## src/rtl/uart_tx_feeder.sv

```systemverilog
// Byte FIFO and transmit sequencer feeding a UART transmitter.
// Each byte is released only after the transmitter's Active/Done handshake completes.
module uart_tx_feeder #(
    parameter int unsigned DEPTH      = 16,
    parameter int unsigned ADDR_WIDTH = 4,
    parameter int unsigned DATA_WIDTH = 8
) (
    input  logic                  Clock,
    input  logic                  Reset,
    input  logic [DATA_WIDTH-1:0] WrData,
    input  logic                  WrValid,
    output logic                  WrReady,
    input  logic                  ClearErr,
    output logic                  Full,
    output logic                  Empty,
    output logic [ADDR_WIDTH:0]   Count,
    output logic                  Overflow,
    output logic [DATA_WIDTH-1:0] TxData,
    output logic                  TxSend,
    input  logic                  TxActive,
    input  logic                  TxDone,
    output logic                  Busy
);

    localparam int unsigned COUNT_WIDTH = ADDR_WIDTH + 1;

    typedef enum logic [1:0] {
        IDLE      = 2'd0,
        LOAD      = 2'd1,
        SEND      = 2'd2,
        WAIT_DONE = 2'd3
    } state_t;

    state_t                  state;
    state_t                  nextState;

    logic [DATA_WIDTH-1:0]   mem [DEPTH];
    logic [ADDR_WIDTH-1:0]   wrPtr;
    logic [ADDR_WIDTH-1:0]   rdPtr;
    logic                    push;
    logic                    pop;
    logic                    txDonePrev;
    logic                    doneRise;
    logic                    sendNext;
    logic                    busyNext;

    // Flags come straight from the registered count, so a pop never frees a slot in the same cycle.
    assign Full     = (Count == COUNT_WIDTH'(DEPTH));
    assign Empty    = (Count == '0);
    assign WrReady  = !Full;
    assign push     = WrValid && WrReady;
    assign doneRise = TxDone && !txDonePrev;

    always_ff @(posedge Clock) begin
        if (push) begin
            mem[wrPtr] <= WrData;
        end
    end

    // Pointers wrap naturally because DEPTH is a power of two.
    always_ff @(posedge Clock) begin
        if (Reset) begin
            wrPtr <= '0;
            rdPtr <= '0;
        end else begin
            if (push) begin
                wrPtr <= wrPtr + ADDR_WIDTH'(1);
            end
            if (pop) begin
                rdPtr <= rdPtr + ADDR_WIDTH'(1);
            end
        end
    end

    always_ff @(posedge Clock) begin
        if (Reset) begin
            Count <= '0;
        end else begin
            case ({push, pop})
                2'b10:   Count <= Count + COUNT_WIDTH'(1);
                2'b01:   Count <= Count - COUNT_WIDTH'(1);
                default: Count <= Count;
            endcase
        end
    end

    // Sticky overflow; a new overflow in the same cycle as a clear keeps the flag set.
    always_ff @(posedge Clock) begin
        if (Reset) begin
            Overflow <= 1'b0;
        end else if (WrValid && Full) begin
            Overflow <= 1'b1;
        end else if (ClearErr) begin
            Overflow <= 1'b0;
        end
    end

    // Reset to 1 so a DoneFlag already high out of reset is not mistaken for a completion.
    always_ff @(posedge Clock) begin
        if (Reset) begin
            txDonePrev <= 1'b1;
        end else begin
            txDonePrev <= TxDone;
        end
    end

    always_ff @(posedge Clock) begin
        if (Reset) begin
            state <= IDLE;
        end else begin
            state <= nextState;
        end
    end

    always_comb begin
        nextState = state;
        case (state)
            IDLE: begin
                if (!Empty) begin
                    nextState = LOAD;
                end
            end
            LOAD: begin
                nextState = SEND;
            end
            SEND: begin
                if (TxActive) begin
                    nextState = WAIT_DONE;
                end
            end
            WAIT_DONE: begin
                if (doneRise) begin
                    nextState = IDLE;
                end
            end
            default: begin
                nextState = IDLE;
            end
        endcase
    end

    always_comb begin
        pop      = 1'b0;
        sendNext = 1'b0;
        busyNext = (nextState != IDLE);
        if (state == LOAD) begin
            pop = 1'b1;
        end
        if (nextState == SEND) begin
            sendNext = 1'b1;
        end
    end

    // TxData only changes on the LOAD cycle, holding the byte steady through the handshake.
    always_ff @(posedge Clock) begin
        if (Reset) begin
            TxSend <= 1'b0;
            Busy   <= 1'b0;
            TxData <= '0;
        end else begin
            TxSend <= sendNext;
            Busy   <= busyNext;
            if (pop) begin
                TxData <= mem[rdPtr];
            end
        end
    end

endmodule

```

## config.mk

```make
export PLATFORM = sky130hd
export DESIGN_NAME = uart_tx_feeder
export DESIGN_NICKNAME = d
export VERILOG_FILES = /design/src/rtl/uart_tx_feeder.sv
export SDC_FILE = /design/constraint.sdc
export NUM_CORES = 1
export LEC_CHECK = 0
export CAP_MARGIN = 20
export CORE_MARGIN = 4
export CORE_UTILIZATION = 40
export CTS_CLUSTER_SIZE = 24
export DETAILED_ROUTE_END_ITERATION = 16
export GPL_TIMING_DRIVEN = 1
export SLEW_MARGIN = 10
export SYNTH_ARGS = -nofsm -noshare
export SYNTH_HDL_FRONTEND = slang
export SYNTH_SLANG_ARGS = --single-unit
```

## constraint.sdc

```tcl
create_clock -name Clock -period 4.5 [get_ports Clock]
set_input_delay 1.125 -clock Clock [delete_from_list [all_inputs] [get_ports Clock]]
set_output_delay 1.125 -clock Clock [all_outputs]
set_load 0.03 [all_outputs]
```

==> Implementation_results.wiki <==
{| class="wikitable"
! Metric !! Value
|-
| GPL Wtd Cong || 0.802
|-
| Setup Fix Bufs, Post-CTS || 0
|-
| Via count of the first global-routing pass || 3427
|-
| Length of the first detailed-routing pass in iterations || 4
|-
| Worst Reg-to-Reg Cells || 10
|-
| Clock-pin slew on the worst setup and hold paths || 60 ps
|-
| Gate Count Post-Synth || 385
|-
| Die W || 133 um
|-
| Post-Synthesis Cell Area || 0.00625 mm^2
|-
| Sinks on Clock Net || 155
|-
| Share of total power in sequential cells || 0.455
|-
| Final number of hold-violating endpoints || 0
|-
| Worst r2r src || Count[2]
|-
| Reg-to-reg setup timing slack || 1490 ps
|-
| Initial core utilization || 0.409
|-
| Initial detailed-routing violation count || 164
|-
| Largest net degree at the start of global routing || 29
|-
| I/O pin cnt || 33
|-
| Power per Cell Area || 527 mW/mm^2
|-
| Share of post-route cells with drive strength above 1 || 0.139
|-
| Worst-case setup slack after placement || 575 ps
|-
| Post-DP HPWL || 7830 um
|-
| Final Power || 3.86 mW
|-
| Outcome || completed
|-
| Crit path setup slack, layout || 992 ps
|-
| Number of warning messages in the yosys log || 0
|-
| Min Clock Period, post-route || 3510 ps
|-
| Critical Path Slowest Stage Cell || sky130_fd_sc_hd__clkdlybuf4s50_1
|-
| Avg Inst Size Synth || 16.2 um^2
|-
| Clock power share || 0.343
|-
| Switching share of power || 0.283
|-
| # resized after CTS || 0
|-
| Portion of total power attributed to combinational logic || 0.202
|-
| Area of the die || 0.0177 mm^2
|-
| Clock network latency to the later pin of the worst-skew pair || 420 ps
|-
| Worst supply voltage drop on vdd || 0.270 mV
|-
| Sequential share of the synthesized area || 0.702
|-
| Overall Global Routing Usage || 0.146
|-
| Standard cell area after detailed placement || 0.00678 mm^2
|-
| Mean routed wirelength per cell || 18.8 um
|-
| Commonest cells after routing, fill and taps aside || 128 x sky130_fd_sc_hd__edfxtp_1, 38 x sky130_fd_sc_hd__mux2i_1, 32 x sky130_fd_sc_hd__clkdlybuf4s50_1
|-
| Total congestion overflow || 0
|-
| Relative slew slack || 0.395
|-
| Number of max-capacitance violations reported || 0
|-
| Clk root buf || sky130_fd_sc_hd__clkbuf_16
|-
| Antenna Cells || 0
|-
| Finished layout cell area || 0.00733 mm^2
|-
| Count of pins over their slew limit || 0
|-
| Largest stage delay on the critical path || 560 ps
|-
| Synth area leaders || sky130_fd_sc_hd__edfxtp_1 62%, sky130_fd_sc_hd__dfxtp_1 8.7%, sky130_fd_sc_hd__mux4_2 6.5%
|-
| Cell leakage power || 2.33 nW
|-
| Data arrival time of the critical path || 3840 ps
|-
| Port Buf Inserts || 32
|-
| DRC Markers || 0
|-
| Cell depth of the worst min-delay path || 2
|-
| CTS H-tree depth || 4
|-
| Final-report setup violation count || 0
|-
| Buffers from clock root to sink, at most || 2
|-
| RSZ-0062 raised after global routing || no
|-
| Synthesis-to-finish area growth || 17.4%
|-
| Cell breakdown of the critical path || clkdlybuf4s50_1 > a21boi_1 > inv_1 > ha_1 > xor2_1 > ha_1 > a21oi_1 > a221o_1 > a2111o_1 > o2111ai_1
|-
| Via count || 3286
|-
| Setup crit start kind || input port
|-
| Final period util || 0.780
|-
| Worst Hold Launch || TxData[3]
|-
| Worst path required time || 4840 ps
|-
| Sum of negative setup slack || 0 ps
|-
| Clock tree from TritonCTS || done
|-
| Peak Freq || 0.285 GHz
|-
| Count of cell types in the netlist || 44
|-
| Final net count || 443
|-
| Worst-case hold path end point || TxData[3]
|-
| Number of inserted filler cells in the final layout || 1292
|-
| Area share of the largest cell type after synthesis || 0.615
|-
| Category of the worst setup path capture point || flop
|-
| Number of nets produced by synthesis || 408
|-
| Total core area || 0.0153 mm^2
|-
| Maximum net fanout on the critical path || 10
|-
| Antenna Violating Nets Remaining || 0
|-
| Post-CTS Hold Fix Bufs || 0
|-
| Pin slew with the least headroom to its limit || 904 ps
|-
| Startpoint-to-endpoint class of the critical path || input port to flop
|-
| Switch Pwr || 1.09 mW
|-
| Initial antenna violation count || 0
|-
| Cell taking the most area after synthesis || sky130_fd_sc_hd__edfxtp_1
|-
| First-pass GRT wire length || 19300 um
|-
| FF+latch count, synth || 155
|-
| Inserted Clock Buffers || 17
|-
| Reg-to-reg endpoint || Count[4]
|-
| DIE HEIGHT || 133 um
|-
| Wire length after detailed routing || 12100 um
|-
| Layout Skew || 8.47 ps
|-
| Internal power component || 2.77 mW
|-
| Most frequent cell on the critical path || sky130_fd_sc_hd__ha_1
|-
| Ratio of routed vias to standard cells || 5.10
|-
| Share of the core filled with cells || 0.481
|-
| Classification of the worst-slack hold path || flop to flop
|-
| Std-Cell Rows || 45
|-
| Commonest non-fill, non-tap cell in the layout || sky130_fd_sc_hd__edfxtp_1
|}
worst max-delay path, delay by kind of cell:
kind                       cells  cell delay, ps
AOI/OAI and AO/OA              5            1320
xor gates and xnor gates       1             180
adders and majority gates      2             530
buffers and inverters          2             690
Yosys cell counts (all sizes together):
cell,n
a2111o,1
a2111oi,1
a21boi,1
a21o,1
a21oi,6
a221o,1
a22oi,15
a311o,1
a32oi,8
and2,1
and3,1
and3b,1
buf,14
clkbuf,9
dfxtp,27
edfxtp,128
ha,9
inv,8
mux2,1
mux2i,38
mux4,18
nand2,13
nand2b,6
nand3,3
nor2,28
nor2b,3
nor3,6
nor3b,5
nor4,1
o2111ai,1
o211ai,2
o21ai,11
o21bai,1
o22ai,1
or2,1
or3,3
or4,1
xnor2,3
xor2,6
how the worst max path moves through the flow:
stage	start	to	slack [ps]	cells past startpoint
2_1_floorplan	WrValid	Count[4]	1360	10
6_report	WrValid	Count[4]	990	10
3_3_place_gp	WrValid	Count[4]	650	10
5_1_grt	WrValid	Count[4]	800	10
4_1_cts	WrValid	Count[4]	1000	10
3_5_place_dp	WrValid	Count[4]	580	10
power by group through the flow:
stage | Sequential (mW) | Clock, mW | Combinational (mW)
after floorplan | 1.81 | 0 | 0.477
after global placement | 1.78 | 0 | 0.776
after detailed placement | 1.79 | 0 | 0.787
after CTS | 1.76 | 1.35 | 0.792
after global routing | 1.77 | 1.42 | 0.852
final | 1.76 | 1.33 | 0.782
layer usage:
metal	track usage	share of wire	up-vias
met5	0	0	-
met4	0.0566	0.017	0
met3	0.0392	0.040	19
met2	0.237	0.50	51
met1	0.188	0.44	1653
li1	-	-	1563
registers in the layout (all words and copies together) (netlist names):
signal,cells
mem,128
state,2
TxSend,1
wrPtr,4
txDonePrev,1
rdPtr,4
Overflow,1
Count,5
TxData,8
Busy,1
per-stage QoR:
step	hold slack, ps	std cells
3_5_place_dp	468	612
5_1_grt	501	644
3_3_place_gp	454	612
6_report	490	644
4_1_cts	486	644
2_1_floorplan	484	385
cell type report:
class / count / area [um^2] / area share
Sequential cell: 155 / 4390 / 0.598
Clock buffer: 22 / 464 / 0.0633
Tap cell: 211 / 264 / 0.0360
Timing Repair Buffer: 39 / 373 / 0.0509
Multi-Input combinational cell: 199 / 1720 / 0.235
Inverter: 8 / 30.0 / 0.00410
Clock inverter: 10 / 91.3 / 0.0125
cell families (layout without fill, tap and decap cells):
kind of cell,after synthesis,count (layout),synth area share
AOI/OAI and AO/OA,51,51,0.0599
xor gates and xnor gates,9,9,0.0126
adders and majority gates,9,9,0.0180
buffers and inverters,31,79,0.0222
DFF,155,155,0.702
muxes,57,57,0.128
and+or+nand+nor,73,73,0.0579
No activity file was read; power rests on OpenSTA's default activity.
